<file path="config.mk">
export PLATFORM = sky130hd
export DESIGN_NAME = ram_master
export DESIGN_NICKNAME = d
export VERILOG_FILES = /design/src/rtl/ram_master_pkg.sv /design/src/rtl/ram_master.sv
export SDC_FILE = /design/constraint.sdc
export NUM_CORES = 1
export LEC_CHECK = 0
export BUFFER_PORTS_ARGS = -buffer_cell sky130_fd_sc_hd__buf_2
export CAP_MARGIN = 20
export CORE_ASPECT_RATIO = 0.75
export CORE_UTILIZATION = 45
export DETAILED_ROUTE_END_ITERATION = 6
export GPL_ROUTABILITY_DRIVEN = 1
export PLACE_DENSITY = 0.75
export SKIP_CTS_REPAIR_TIMING = 1
export SYNTH_ARGS = -nofsm -noshare
export SYNTH_HDL_FRONTEND = slang
export SYNTH_SLANG_ARGS = --single-unit
export TNS_END_PERCENT = 100
</file>
<file path="constraint.sdc">
create_clock -name clk -period 1.5 [get_ports clk]
set_input_delay 0.15 -clock clk [delete_from_list [all_inputs] [get_ports clk]]
set_output_delay 0.15 -clock clk [all_outputs]
set_load 0.01 [all_outputs]
</file>
<file path="src/rtl/ram_master_pkg.sv">
// Shared types and constants for the ram_master initiator.
package ram_master_pkg;

  localparam int DEF_DATA_W = 8;
  localparam int DEF_ADDR_W = 3;

  // Wide enough for RD_LAT values 0..3.
  localparam int LAT_W = 2;

  typedef enum logic [2:0] {
    INIT,
    IDLE,
    WRITE,
    READ_WAIT,
    RESP
  } state_t;

endpackage

</file>
<file path="src/rtl/ram_master.sv">
// Command/response front end for the single-port synchronous RAM, with an
// optional post-reset fill of every location.
module ram_master
  import ram_master_pkg::*;
#(
  parameter int                DATA_W  = DEF_DATA_W,
  parameter int                ADDR_W  = DEF_ADDR_W,
  parameter int                RD_LAT  = 1,
  parameter int                INIT_EN = 1,
  parameter logic [DATA_W-1:0] FILL    = '0
) (
  input  logic              clk,
  input  logic              rst,
  input  logic              cmd_valid,
  output logic              cmd_ready,
  input  logic              cmd_wr,
  input  logic [ADDR_W-1:0] cmd_addr,
  input  logic [DATA_W-1:0] cmd_wdata,
  output logic              rsp_valid,
  input  logic              rsp_ready,
  output logic [DATA_W-1:0] rsp_data,
  output logic              init_done,
  output logic              ram_wr,
  output logic [ADDR_W-1:0] ram_addr,
  output logic [DATA_W-1:0] ram_wr_data,
  input  logic [DATA_W-1:0] ram_rd_data
);

  localparam int               DEPTH     = 2 ** ADDR_W;
  localparam logic [ADDR_W:0]  FILL_END  = (ADDR_W + 1)'(DEPTH);
  localparam logic [LAT_W-1:0] LAT_END   = LAT_W'(RD_LAT);
  localparam state_t           RST_STATE = (INIT_EN != 0) ? INIT : IDLE;

  state_t            state, state_n;
  logic [ADDR_W:0]   fill_cnt, fill_n;
  logic [LAT_W-1:0]  lat_cnt, lat_n;
  logic              cmd_ready_n, rsp_valid_n, init_done_n, ram_wr_n;
  logic [DATA_W-1:0] rsp_data_n, ram_wr_data_n;
  logic [ADDR_W-1:0] ram_addr_n;

  always_ff @(posedge clk) begin
    if (rst) begin
      state       <= RST_STATE;
      fill_cnt    <= '0;
      lat_cnt     <= '0;
      cmd_ready   <= 1'b0;
      rsp_valid   <= 1'b0;
      rsp_data    <= '0;
      init_done   <= 1'b0;
      ram_wr      <= 1'b0;
      ram_addr    <= '0;
      ram_wr_data <= '0;
    end else begin
      state       <= state_n;
      fill_cnt    <= fill_n;
      lat_cnt     <= lat_n;
      cmd_ready   <= cmd_ready_n;
      rsp_valid   <= rsp_valid_n;
      rsp_data    <= rsp_data_n;
      init_done   <= init_done_n;
      ram_wr      <= ram_wr_n;
      ram_addr    <= ram_addr_n;
      ram_wr_data <= ram_wr_data_n;
    end
  end

  // Every output is a register, so each branch computes the value the
  // outputs must show during the state being entered.
  always_comb begin
    state_n       = state;
    fill_n        = fill_cnt;
    lat_n         = lat_cnt;
    cmd_ready_n   = cmd_ready;
    rsp_valid_n   = rsp_valid;
    rsp_data_n    = rsp_data;
    init_done_n   = init_done;
    ram_wr_n      = 1'b0;
    ram_addr_n    = ram_addr;
    ram_wr_data_n = ram_wr_data;

    case (state)
      INIT: begin
        cmd_ready_n = 1'b0;
        if (fill_cnt == FILL_END) begin
          init_done_n = 1'b1;
          cmd_ready_n = 1'b1;
          state_n     = IDLE;
        end else begin
          ram_wr_n      = 1'b1;
          ram_addr_n    = fill_cnt[ADDR_W-1:0];
          ram_wr_data_n = FILL;
          fill_n        = fill_cnt + 1'b1;
        end
      end

      IDLE: begin
        init_done_n = 1'b1;
        cmd_ready_n = 1'b1;
        if (cmd_valid && cmd_ready) begin
          cmd_ready_n = 1'b0;
          ram_addr_n  = cmd_addr;
          if (cmd_wr) begin
            ram_wr_n      = 1'b1;
            ram_wr_data_n = cmd_wdata;
            state_n       = WRITE;
          end else begin
            lat_n   = '0;
            state_n = READ_WAIT;
          end
        end
      end

      WRITE: begin
        cmd_ready_n = 1'b1;
        state_n     = IDLE;
      end

      // Address has been on the bus since the first READ_WAIT cycle, so the
      // sample lands RD_LAT cycles after that.
      READ_WAIT: begin
        if (lat_cnt == LAT_END) begin
          rsp_valid_n = 1'b1;
          rsp_data_n  = ram_rd_data;
          state_n     = RESP;
        end else begin
          lat_n = lat_cnt + 1'b1;
        end
      end

      RESP: begin
        if (rsp_ready) begin
          rsp_valid_n = 1'b0;
          cmd_ready_n = 1'b1;
          state_n     = IDLE;
        end
      end

      default: state_n = RST_STATE;
    endcase
  end

endmodule

</file>
==> impl_metrics.yaml <==
run_status:
  status: "complete, no violations"
logic_synthesis:
  synth_top_family_by_area: "simple AND/OR/NAND/NOR gates"
  netlist_top_cells_count: "32 x dfxtp_1, 25 x a21oi_1, 19 x nand2_1, 17 x nand3_1, 8 x inv_1"
  yosys_register_bits: 32
  synthCells: 175
  ys_warn_count: 0
  synth_xor_area_share_pct: 0
  yosysSeqAreaShare_pct: 42.6
  synth_top_area_share_pct: 42.6
  synthFlopType: "dfxtp_1"
  yosys.area_share.simple_pct: 23.2
  synth_area_um2: 1500
  synth-edff-count: 0
  yosysTopAreaCell: "dfxtp_1"
  synthArstFlopShare_pct: 0
  yosysMostFrequentCell: "dfxtp_1"
  synth.distinct_cells: 44
  synth_fa_ha_area_share_pct: 2.50
  synth_area_leaders: "dfxtp_1 43%, a21oi_1 8.3%, nand3_1 5.7%"
  synthesis.nets: 202
  synth.mux.area_fraction_pct: 3.49
  synth-compound-area-share_pct: 21.0
  avgSynthCellArea_um2: 8.59
grt:
  grt_pass1_wl_um: 5950
  antenna_found_initial: 0
  grt_max_degree: 25
  grt_pass1_vias: 1281
  overflow: 0
  grt_use_total_pct: 23.0
setup_path:
  start_kind: "flop"
  critPathMaxFanout: 4
  critical-path-top-delay-family: "simple AND/OR/NAND/NOR gates"
  cp_cell_sequence: "inv_2, ha_2, and3b_1, or4_1, a21oi_1"
  arrival_ns: 1.67
  critPathKind: "flop to flop"
  cp.required_ns: 1.72
  max_stage_delay_ns: 0.46
  worst_path_max_delay_cell: "or4_1"
  path_buf_inv: 1
  setup.worst_path.end_class: "flop"
floorplan:
  core_area_um2: 3060
  io_pins: 47
  fp.dieW_um: 68.8
  start_util_pct: 49.1
  die_h_um: 52.1
  rows: 17
  dieArea_um2: 3580
clock_tree:
  tritoncts: "done"
  clk_latency_ns: 0.29
  h-tree-depth: 2
  ctsLongestPathBuffers: 2
  cts_made_buffers: 5
  cts.clk_slew.worst_paths_ns: 0.07
  cts_sinks: 32
  cts-root-buf: "clkbuf_8"
place:
  dpl_cell_area_um2: 1800
  gp_congestion: 0.763
  io_buffer_count: 46
  place_hpwl_um: 2620
  pre_cts_ws_ns: 0.00169
hold_path:
  min_path_type: "primary input to flop"
route:
  wirelength_um: 3740
  met3_length_um: 172
  dr_wl_met2_um: 1640
  drc: 0
  top_layer: "met4"
  wl_per_cell_um: 14.1
  met1_length_um: 1900
  drt_first_pass_iters: 4
  antenna_left: 0
  drtIter0Drc: 151
  route.vias.total: 1470
  viasPerCell: 5.55
power:
  p_leak_nw: 0.798
  vdd_ir_drop_max_mv: 0.591
  powerDensity_nw_per_um2: 883
sta:
  fin_skew_ns: 0.00602
  slew_headroom_pct: 74.7
  setup_slack_ns: 0.0523
  slew_viol_final: 0
  timing.fmax_ghz: 0.691
  worst_slew_pin_slew_ns: 0.378
  hold_slack_ns: 0.0880
  hold_viol_final: 0
  min_period_ns: 1.45
  finalSetupViolCount: 0
  fin_crit_sh_pct: 96.5
finish:
  final_cell_area_um2: 1910
  diodes: 0
  nNetsFinal: 253
  nFillCells: 294
  final_layout_size_suffix_gt1_share_pct: 34.8
  final-seq-area_um2: 646
  multiInputGateArea_um2: 766
  area_delta_synth_final_pct: 27.0
flow_run:
  maxCapViolations: 0
==> area by class of cell <==
type                       instances  share of cell area, %
sequential                        32                   33.8
inverter                          11                   2.16
multi-input combinational        119                   40.1
clock buffer                       6                   4.33
clock inverter                     2                  0.524
timing repair buffer              57                   16.6
tap                               38                   2.49
==> worst register-to-register path, cell delays in order, from the launching register on <==
cell	delay [ns]
dfxtp_4	0.36
inv_2	0.04
ha_2	0.19
and3b_1	0.20
or4_1	0.46
a21oi_1	0.13
==> cell usage in the layout (no fill, tap or decap), types with 2 or more instances in the layout <==
cell type	Yosys	layout
nand3b_1	2	2
or4_1	2	2
ha_1	3	2
clkbuf_8	0	6
nor3_1	2	2
nor2_1	4	4
nand3_1	17	17
mux2i_1	3	3
inv_2	3	4
mux2_1	2	2
o221ai_1	6	6
clkinv_2	0	2
inv_1	8	7
or3_1	2	2
o21ai_1	6	6
a21oi_1	25	25
nand2_1	19	19
dfxtp_1	32	30
nand2b_1	2	2
o22ai_1	3	3
buf_4	2	10
buf_2	3	46
==> cells by family after synthesis <==
kind of cell / Yosys count
compound gates: 49
fa+ha+maj: 3
buf+inv: 24
flops: 32
mux: 5
simple gates: 62
==> registers in the layout (all words and copies together), names as in the netlist <==
name,count
rsp_valid,1
cmd_ready,1
init_done,1
ram_addr,3
rsp_data,8
lat_cnt,2
ram_wr_data,8
fill_cnt,4
state,3
ram_wr,1
==> where the power goes <==
part           internal (W)  switching [W]  total, W
Sequential         0.000864      0.0000106  0.000875
Combinational     0.0000611      0.0000653  0.000126
Clock              0.000365       0.000320  0.000686
==> routing by layer <==
metal  vias up  track usage, %
met1       691            34.1
met5         -               0
met3         3            5.92
met2        41            30.9
met4         0            9.18
li1        735               -
==> through the flow <==
stage,instances,power (W),setup TNS [ns],utilization [%]
2_1_floorplan,175,0.000947,0,-
3_3_place_gp,257,0.00101,0,58.7
3_5_place_dp,257,0.00101,0,58.7
4_1_cts,265,0.00170,-0.0215,61.7
5_1_grt,265,0.00175,-0.00466,62.3
6_report,265,0.00169,0,62.3
==> final timing paths <==
| check | slack [ns] | cells after the start | start | endpoint |
|---|---|---|---|---|
| min | 0.09 | 3 | ram_rd_data[0] | rsp_data[0] |
| max reg2reg | 0.05 | 5 | fill_cnt[0] | fill_cnt[2] |
| max | 0.05 | 5 | fill_cnt[0] | fill_cnt[2] |
| min reg2reg | 0.44 | 2 | init_done | init_done |
Power figures use the tool's default switching activity.
